<file path="config.mk">
export PLATFORM = sky130hd
export DESIGN_NAME = frame_streamer
export DESIGN_NICKNAME = d
export VERILOG_FILES = /design/src/rtl/frame_streamer.sv
export SDC_FILE = /design/constraint.sdc
export NUM_CORES = 1
export LEC_CHECK = 0
export CAP_MARGIN = 10
export CORE_ASPECT_RATIO = 1.5
export CORE_MARGIN = 2
export CORE_UTILIZATION = 46
export CTS_CLUSTER_DIAMETER = 100
export DETAILED_ROUTE_END_ITERATION = 12
export PLACE_DENSITY_LB_ADDON = 0.15
export SKIP_LAST_GASP = 1
export SYNTH_ARGS = -nofsm -noshare
export SYNTH_HDL_FRONTEND = slang
export SYNTH_SLANG_ARGS = --single-unit
</file>
<file path="constraint.sdc">
create_clock -name clk -period 3 [get_ports clk]
set_clock_uncertainty 0.15 [all_clocks]
set_input_delay 0.75 -clock clk [delete_from_list [all_inputs] [get_ports clk]]
set_output_delay 0.75 -clock clk [all_outputs]
set_load 0.005 [all_outputs]
</file>
<file path="src/rtl/frame_streamer.sv">
`default_nettype none
// ============================================================================
// Module   : frame_streamer
// Purpose  : Reads the 84x48 frame memory one column word at a time and
//            serialises a full screen as Nokia 5110 byte traffic. Each of the
//            6 banks is sent as set-Y command, set-X command, then 84 data
//            bytes, over a valid/ready handshake to the SPI transmitter.
// Ports    : clk, nrst      - clock, asynchronous active-low reset
//            start          - request one frame (sampled only when idle)
//            busy, done     - frame in progress / one-cycle completion pulse
//            mem_addr       - registered frame-memory read address
//            mem_out        - frame-memory read data (1-cycle sync RAM)
//            tx_data, tx_dc - byte and command(0)/data(1) flag
//            tx_valid       - byte valid; transfer on tx_valid && tx_ready
//            tx_ready       - transmitter ready
// Revision : 1.0 - initial release
// ============================================================================
module frame_streamer #(
   parameter int         COLUMNS   = 84,
   parameter int         BANKS     = 6,
   parameter logic [7:0] BASE_ADDR = 8'd0
) (
   input  logic                 clk,
   input  logic                 nrst,
   input  logic                 start,
   output logic                 busy,
   output logic                 done,
   output logic [7:0]           mem_addr,
   input  logic [8*BANKS-1:0]   mem_out,
   output logic [7:0]           tx_data,
   output logic                 tx_dc,
   output logic                 tx_valid,
   input  logic                 tx_ready
);

   localparam int CW = (COLUMNS > 1) ? $clog2(COLUMNS) : 1;
   localparam int BW = (BANKS > 1) ? $clog2(BANKS) : 1;

   localparam logic [CW-1:0] COL_LAST  = CW'(COLUMNS - 1);
   localparam logic [BW-1:0] BANK_LAST = BW'(BANKS - 1);
   localparam logic [7:0]    SET_Y     = 8'h40;   // OR'd with the bank number
   localparam logic [7:0]    SET_X     = 8'h80;   // always column 0

   typedef enum logic [2:0] {
      S_IDLE    = 3'd0,
      S_CMD_Y   = 3'd1,
      S_CMD_X   = 3'd2,
      S_FETCH   = 3'd3,
      S_CAPTURE = 3'd4,
      S_SEND    = 3'd5
   } state_t;

   state_t        state, state_n;
   logic [BW-1:0] bank, bank_n;
   logic [CW-1:0] col, col_n;
   logic [7:0]    mem_addr_n;
   logic [7:0]    tx_data_n;
   logic          tx_dc_n, tx_valid_n;
   logic          busy_n, done_n;
   logic          xfer;
   logic [7:0]    bank_byte;

   assign xfer = tx_valid && tx_ready;

   // Byte of the current column word that belongs to the current bank.
   always_comb begin
      bank_byte = 8'd0;
      for (int b = 0; b < BANKS; b++) begin
         if (bank == BW'(b)) begin
            bank_byte = mem_out[8*b +: 8];
         end
      end
   end

   always_ff @(posedge clk or negedge nrst) begin
      if (!nrst) begin
         state    <= S_IDLE;
         bank     <= '0;
         col      <= '0;
         mem_addr <= 8'd0;
         tx_data  <= 8'd0;
         tx_dc    <= 1'b0;
         tx_valid <= 1'b0;
         busy     <= 1'b0;
         done     <= 1'b0;
      end else begin
         state    <= state_n;
         bank     <= bank_n;
         col      <= col_n;
         mem_addr <= mem_addr_n;
         tx_data  <= tx_data_n;
         tx_dc    <= tx_dc_n;
         tx_valid <= tx_valid_n;
         busy     <= busy_n;
         done     <= done_n;
      end
   end

   always_comb begin
      // Hold everything by default: a waiting state keeps its byte stable.
      state_n    = state;
      bank_n     = bank;
      col_n      = col;
      mem_addr_n = mem_addr;
      tx_data_n  = tx_data;
      tx_dc_n    = tx_dc;
      tx_valid_n = tx_valid;
      busy_n     = busy;
      done_n     = 1'b0;

      case (state)
         S_IDLE: begin
            if (start) begin
               bank_n     = '0;
               col_n      = '0;
               busy_n     = 1'b1;
               tx_data_n  = SET_Y;
               tx_dc_n    = 1'b0;
               tx_valid_n = 1'b1;
               state_n    = S_CMD_Y;
            end
         end

         S_CMD_Y: begin
            if (xfer) begin
               tx_data_n = SET_X;
               tx_dc_n   = 1'b0;
               state_n   = S_CMD_X;
            end
         end

         S_CMD_X: begin
            if (xfer) begin
               tx_valid_n = 1'b0;
               mem_addr_n = BASE_ADDR;
               state_n    = S_FETCH;
            end
         end

         // The RAM samples mem_addr on the edge leaving FETCH, so the word
         // is on mem_out during CAPTURE.
         S_FETCH: begin
            state_n = S_CAPTURE;
         end

         S_CAPTURE: begin
            tx_data_n  = bank_byte;
            tx_dc_n    = 1'b1;
            tx_valid_n = 1'b1;
            state_n    = S_SEND;
         end

         S_SEND: begin
            if (xfer) begin
               tx_valid_n = 1'b0;
               if (col != COL_LAST) begin
                  col_n      = col + CW'(1);
                  mem_addr_n = mem_addr + 8'd1;
                  state_n    = S_FETCH;
               end else if (bank != BANK_LAST) begin
                  bank_n     = bank + BW'(1);
                  col_n      = '0;
                  tx_data_n  = SET_Y | (8'(bank) + 8'd1);
                  tx_dc_n    = 1'b0;
                  tx_valid_n = 1'b1;
                  state_n    = S_CMD_Y;
               end else begin
                  busy_n  = 1'b0;
                  done_n  = 1'b1;
                  state_n = S_IDLE;
               end
            end
         end

         default: begin
            state_n = S_IDLE;
         end
      endcase
   end

endmodule
`default_nettype wire

</file>
==> flow_metrics.tcl, run 1 <==
set metrics [dict create \
    synth_top_area_share_pct 37.7 \
    dp_hpwl_um 4640 \
    hold_buffers 0 \
    hp-class "reg2reg" \
    p_sw_mw 0.878 \
    synth_edf_count 0 \
    synthArstFlopShare_pct 100 \
    nFillCells 398 \
    synthesis.nets 301 \
    drt_iter0_markers 119 \
    place.port_buffers 71 \
    grt_max_degree 34 \
    final_common_cell "clkdlybuf4s50_1" \
    core_area_um2 4540 \
    fin_crit_ps 2530 \
    dieArea_um2 5340 \
    finalSetupTns_ps 0 \
    vias 2159 \
    fin_nets 372 \
    rsz0062_at_grt "false" \
    required_ps 3020 \
    slew_headroom_pct 58.7 \
    path_max_fanout 13 \
    cp-end-kind "flop" \
    multi_input_area_um2 1260 \
    viasPerCell 5.71 \
    gp_congestion 0.830 \
    path_clk_slew_ps 60 \
    internal_power_mw 1.46 \
    seq_area_um2 826 \
    start_util_pct 48.2 \
    numCtsBuffers 5 \
    grt_overflow 0 \
    status "complete, no violations" \
    post_drt_wl_per_cell_um 16.2 \
    ys_seq_elements 33 \
    num_rows 30 \
    clock_tree.buffer_depth 2 \
    comb_power_share_pct 51.2 \
    grt_pass1_wl_um 9670 \
    cts_repair_resize_count 0 \
    final_antenna_net_count 0 \
    cp-start-kind "flop" \
    crit_arrival_ps 2550 \
    hold_viol 0 \
    drcViolationCount 0 \
    cap_violations 0 \
    die_y_um 88.5 \
    die_w_um 60.3 \
    ys_types 51 \
    swShare_pct 37.6 \
    tightest_slew_ps 618 \
    cts_tree "built" \
    ys_warn_count 0 \
    routed_wl_um 6120 \
    syn_to_final_growth_pct 41.2 \
    synth-seq-area-share_pct 37.7 \
    path_class "reg2reg" \
    dpl_cell_area_um2 2970 \
    track_usage_pct 24.1 \
    layout_common_cells "clkdlybuf4s50_1 (71), dfrtp_1 (33), o21ai_0 (22), nand2_1 (19), nor2_1 (17)" \
    antenna_found_initial 0 \
    powerDensity_nw_per_um2 756 \
    yosys-top-cells-area "dfrtp_1 (38%), o21ai_0 (5.0%), mux2_2 (4.1%), ha_1 (4.0%), nand2_1 (3.3%)" \
    fin_crit_sh_pct 84.3 \
    worstSkewPairLatency_ps 290 \
    finalInstanceArea_um2 3090 \
    htreeDepth 2 \
    first_global_vias 2092 \
    yosys_most_used_dff "dfrtp_1" \
    p_clk_share_pct 18.5 \
    p_seq_share_pct 30.3 \
    p_leak_nw 1.28 \
    fmax_mhz 395 \
    firstDrtPassIters 4 \
    n_antenna_cell 0 \
    postCtsSetupRepairBufs 0 \
    final_layout_size_suffix_gt1_share_pct 10.5 \
    synth_cells 242 \
    slew_violations 0 \
    cts.sinks 33 \
    syn_area_um2 2190 \
    clockRootBuffer "clkbuf_8" \
    ios 72 \
    synth_area_per_cell_um2 9.04 \
    synth_area_leader_cell "dfrtp_1" \
    setup_viol 0 \
    vdd_drop_max_mv 0.494 \
]
[logic make-up (layout without fill, tap and decap cells)]
| family | count (synthesis) | count (layout) | share of synthesized area, % |
|---|---|---|---|
| xor+xnor | 6 | 6 | 2.40 |
| simple gates | 79 | 79 | 19.7 |
| fa+ha+maj | 7 | 7 | 4.00 |
| flops | 33 | 33 | 37.7 |
| mux | 9 | 9 | 4.57 |
| buf+inv | 24 | 96 | 4.75 |
| compound gates | 84 | 84 | 26.8 |
[synth_stat cells, types with 3 or more instances]
cell / n
nand4_1: 6
nand2_1: 19
inv_1: 8
and3_1: 3
dfrtp_1: 33
a31oi_1: 6
a21o_1: 4
a221o_1: 5
xor2_1: 6
o311a_1: 3
nor3b_1: 3
nor3_1: 5
o221a_2: 4
clkbuf_1: 9
mux2_2: 8
nand2b_1: 6
a21oi_1: 12
and2_1: 5
o21ai_0: 22
nor2_1: 17
ha_1: 7
o22ai_1: 6
nand3_1: 3
buf_2: 5
[cell type report]
cell class	instances	area share [%]
Inverter	8	0.972
Clock buffer	7	2.79
Clock inverter	1	0.972
Tap cell	64	2.59
Multi-Input combinational cell	185	40.7
Timing Repair Buffer	80	25.2
Sequential cell	33	26.7
[power groups by stage]
stage	clock network, mW	logic, mW	registers (mW)
detailed placement	0	1.19	0.714
global placement	0	1.18	0.708
floorplan	0	0.802	0.658
global route	0.456	1.31	0.725
finish	0.431	1.20	0.708
CTS	0.441	1.20	0.706
[through the flow]
step | hold WS (ps) | power [mW] | setup WS, ps | utilization [%] | cells
floorplan | 304 | 1.46 | 795 | - | 242
global placement | 315 | 1.89 | 351 | 65.5 | 370
detailed placement | 323 | 1.91 | 312 | 65.5 | 370
CTS | 338 | 2.35 | 461 | 68.0 | 378
global route | 364 | 2.49 | 366 | 68.0 | 378
finish | 333 | 2.34 | 471 | 68.0 | 378
[final timing paths]
check                      cells past startpoint                      end  slack, ps                start
max                                            7   tx_data[0]$_DFFE_PN0P_        470  bank[0]$_DFFE_PN0P_
max reg2reg                                    7   tx_data[0]$_DFFE_PN0P_        470  bank[0]$_DFFE_PN0P_
min                                            2         busy$_DFFE_PN0P_        330     busy$_DFFE_PN0P_
min reg2reg                                    2         busy$_DFFE_PN0P_        330     busy$_DFFE_PN0P_
min in group asynchronous                      2  mem_addr[5]$_DFFE_PN0P_        710                 nrst
max in group asynchronous                      2   tx_data[0]$_DFFE_PN0P_       1680                 nrst
[critical path: stages (launching register included)]
cell	delay (ps)
dfrtp_1	460
ha_1	230
ha_1	320
or2_2	360
a221o_1	270
a31oi_1	230
o22ai_1	120
mux2_2	270
[per-layer routing]
layer | part of all wire, % | up-vias | GRT usage, %
met3 | 5.4 | 9 | 3.36
met2 | 53 | 77 | 45.9
met1 | 40 | 1023 | 25.8
met4 | 1.7 | 0 | 9.09
li1 | - | 1050 | -
met5 | 0 | - | 0
[flip-flops by register name (all words and copies together) (netlist names)]
signal	count
mem_addr	8
tx_data	8
col	7
bank	3
state	3
busy	1
done	1
tx_dc	1
tx_valid	1
Power figures use the tool's default switching activity.
==> run 2, diff against run 1 <==
- clock period: 3 -> 2.4 ns (I/O delays scaled with it)
==> run 2 against run 1 <==
Compared with the run above: final area rose by 2.7%; non-clock buffer count rose by 14; total power rose by 25%; flip-flop and latch count did not move; via count rose by 1.9%.
==> flow_metrics.tcl, run 2 (synthesis results as in run 1) <==
set metrics [dict create \
    status "complete, no violations" \
    final_layout_size_suffix_gt1_share_pct 15.2 \
    fmax_mhz 436 \
    path_clk_slew_ps 70 \
    post_drt_wl_per_cell_um 16.1 \
    finalInstanceArea_um2 3170 \
    largestRegisters "mem_addr (8), tx_data (8), col (7)" \
    dpl_cell_area_um2 3080 \
    firstDrtPassIters 4 \
    multi_input_area_um2 1270 \
    r2r-end "tx_dc$_DFFE_PN0P_" \
    total_power_mw 2.92 \
    place.port_buffers 71 \
    fin_crit_sh_pct 95.5 \
    nFillCells 367 \
    required_ps 2440 \
    slew_violations 0 \
    worstRegToRegCells 7 \
    rsz0062_at_grt "false" \
    whs_path_depth 2 \
    setup_viol 0 \
    viasPerCell 5.61 \
    core_area_um2 4540 \
    cp-end-kind "flop" \
    vias 2199 \
    hold_viol 0 \
    grt_overflow 0 \
    drt_iter0_markers 132 \
    gp_congestion 0.812 \
    ios 72 \
    dieArea_um2 5340 \
    routed_wl_um 6300 \
    fin_crit_ps 2290 \
    reg2reg_from "col[0]$_DFFE_PN0P_" \
    cp-start-kind "flop" \
    syn_to_final_growth_pct 45.0 \
    drcViolationCount 0 \
    cap_violations 0 \
    grt_pass1_wl_um 9970 \
    num_rows 30 \
    final_common_cell "clkdlybuf4s50_1" \
    worstSkewPairLatency_ps 290 \
    powerDensity_nw_per_um2 920 \
    clockRootBuffer "clkbuf_8" \
    hold_start "busy$_DFFE_PN0P_" \
    hold-path-endpoint "busy$_DFFE_PN0P_" \
    r2r_slack_ps 110 \
    cts_tree "built" \
    track_usage_pct 24.7 \
    layout_common_cells "clkdlybuf4s50_1 (71), dfrtp_1 (33), buf_4 (23), o21ai_0 (22), nand2_1 (19)" \
    cts.sinks 33 \
    n_antenna_cell 0 \
    fin_nets 386 \
    dp_hpwl_um 4880 \
    antenna_found_initial 0 \
    vdd_drop_max_mv 0.691 \
    path_class "reg2reg" \
    tightest_slew_ps 429 \
    htreeDepth 2 \
    final_antenna_net_count 0 \
    first_global_vias 2182 \
    clock_tree.buffer_depth 2 \
    seq_area_um2 826 \
    start_util_pct 48.2 \
    slew_headroom_pct 71.4 \
    postCtsSetupRepairBufs 0 \
    crit_arrival_ps 2330 \
    numCtsBuffers 5 \
    p_leak_nw 1.33 \
    path_max_fanout 8 \
    hp-class "reg2reg" \
    die_w_um 60.3 \
    grt_max_degree 34 \
    die_y_um 88.5 \
]
run 2: how the worst max path moves through the flow:
stage	startpoint	end	slack, ps	depth (start not counted)
2_1_floorplan	bank[2]$_DFFE_PN0P_	tx_data[2]$_DFFE_PN0P_	200	9
3_3_place_gp	start	bank[2]$_DFFE_PN0P_	-110	5
3_5_place_dp	start	bank[0]$_DFFE_PN0P_	-160	5
4_1_cts	col[0]$_DFFE_PN0P_	tx_dc$_DFFE_PN0P_	100	7
5_1_grt	col[0]$_DFFE_PN0P_	tx_dc$_DFFE_PN0P_	20	7
6_report	col[0]$_DFFE_PN0P_	tx_dc$_DFFE_PN0P_	110	7
run 2: final cells by class:
class	count	share of cell area, %
well taps	64	2.52
clock buffers	5	2.17
repair buffers	94	27.8
inverters	8	0.946
flip-flops and latches	33	26.0
multi-input cells	185	39.9
clock inverters	3	0.552
run 2: layer usage:
layer / GRT usage [%] / vias up / routed length [um]
li1: - / 1075 / -
met2: 45.8 / 88 / 3370
met1: 26.3 / 1025 / 2370
met3: 4.68 / 11 / 436
met5: 0 / - / 0
met4: 10.7 / 0 / 132
run 2: report_power, final:
part	internal [mW]	total (mW)	leakage [nW]	switching [mW]
clock network	0.200	0.411	0.0439	0.211
registers	0.706	0.849	0.438	0.144
logic	0.877	1.66	0.852	0.782
run 2: repair_timing:
action	4_1_cts	5_1_grt
resized for setup	0	2
setup endpoints to repair	0	2
hold buffers	0	0
run 2: metrics by stage:
| step | setup slack [ps] | TNS, ps | cells | hold slack [ps] | util, % |
|---|---|---|---|---|---|
| floorplan | 195 | 0 | 242 | 154 | - |
| global placement | -108 | -246 | 384 | 318 | 67.8 |
| detailed placement | -158 | -432 | 384 | 328 | 67.8 |
| CTS | 103 | 0 | 392 | 344 | 69.7 |
| global route | 19.6 | 0 | 392 | 363 | 69.9 |
| finish | 109 | 0 | 392 | 334 | 69.9 |
run 2: worst max-delay path, cell delays in order (launching register included):
cell,delay [ps]
dfrtp_1,390
ha_1,280
nand4bb_4,180
nor2_4,170
a21oi_2,80
a2111o_1,560
buf_4,220
a21o_1,170
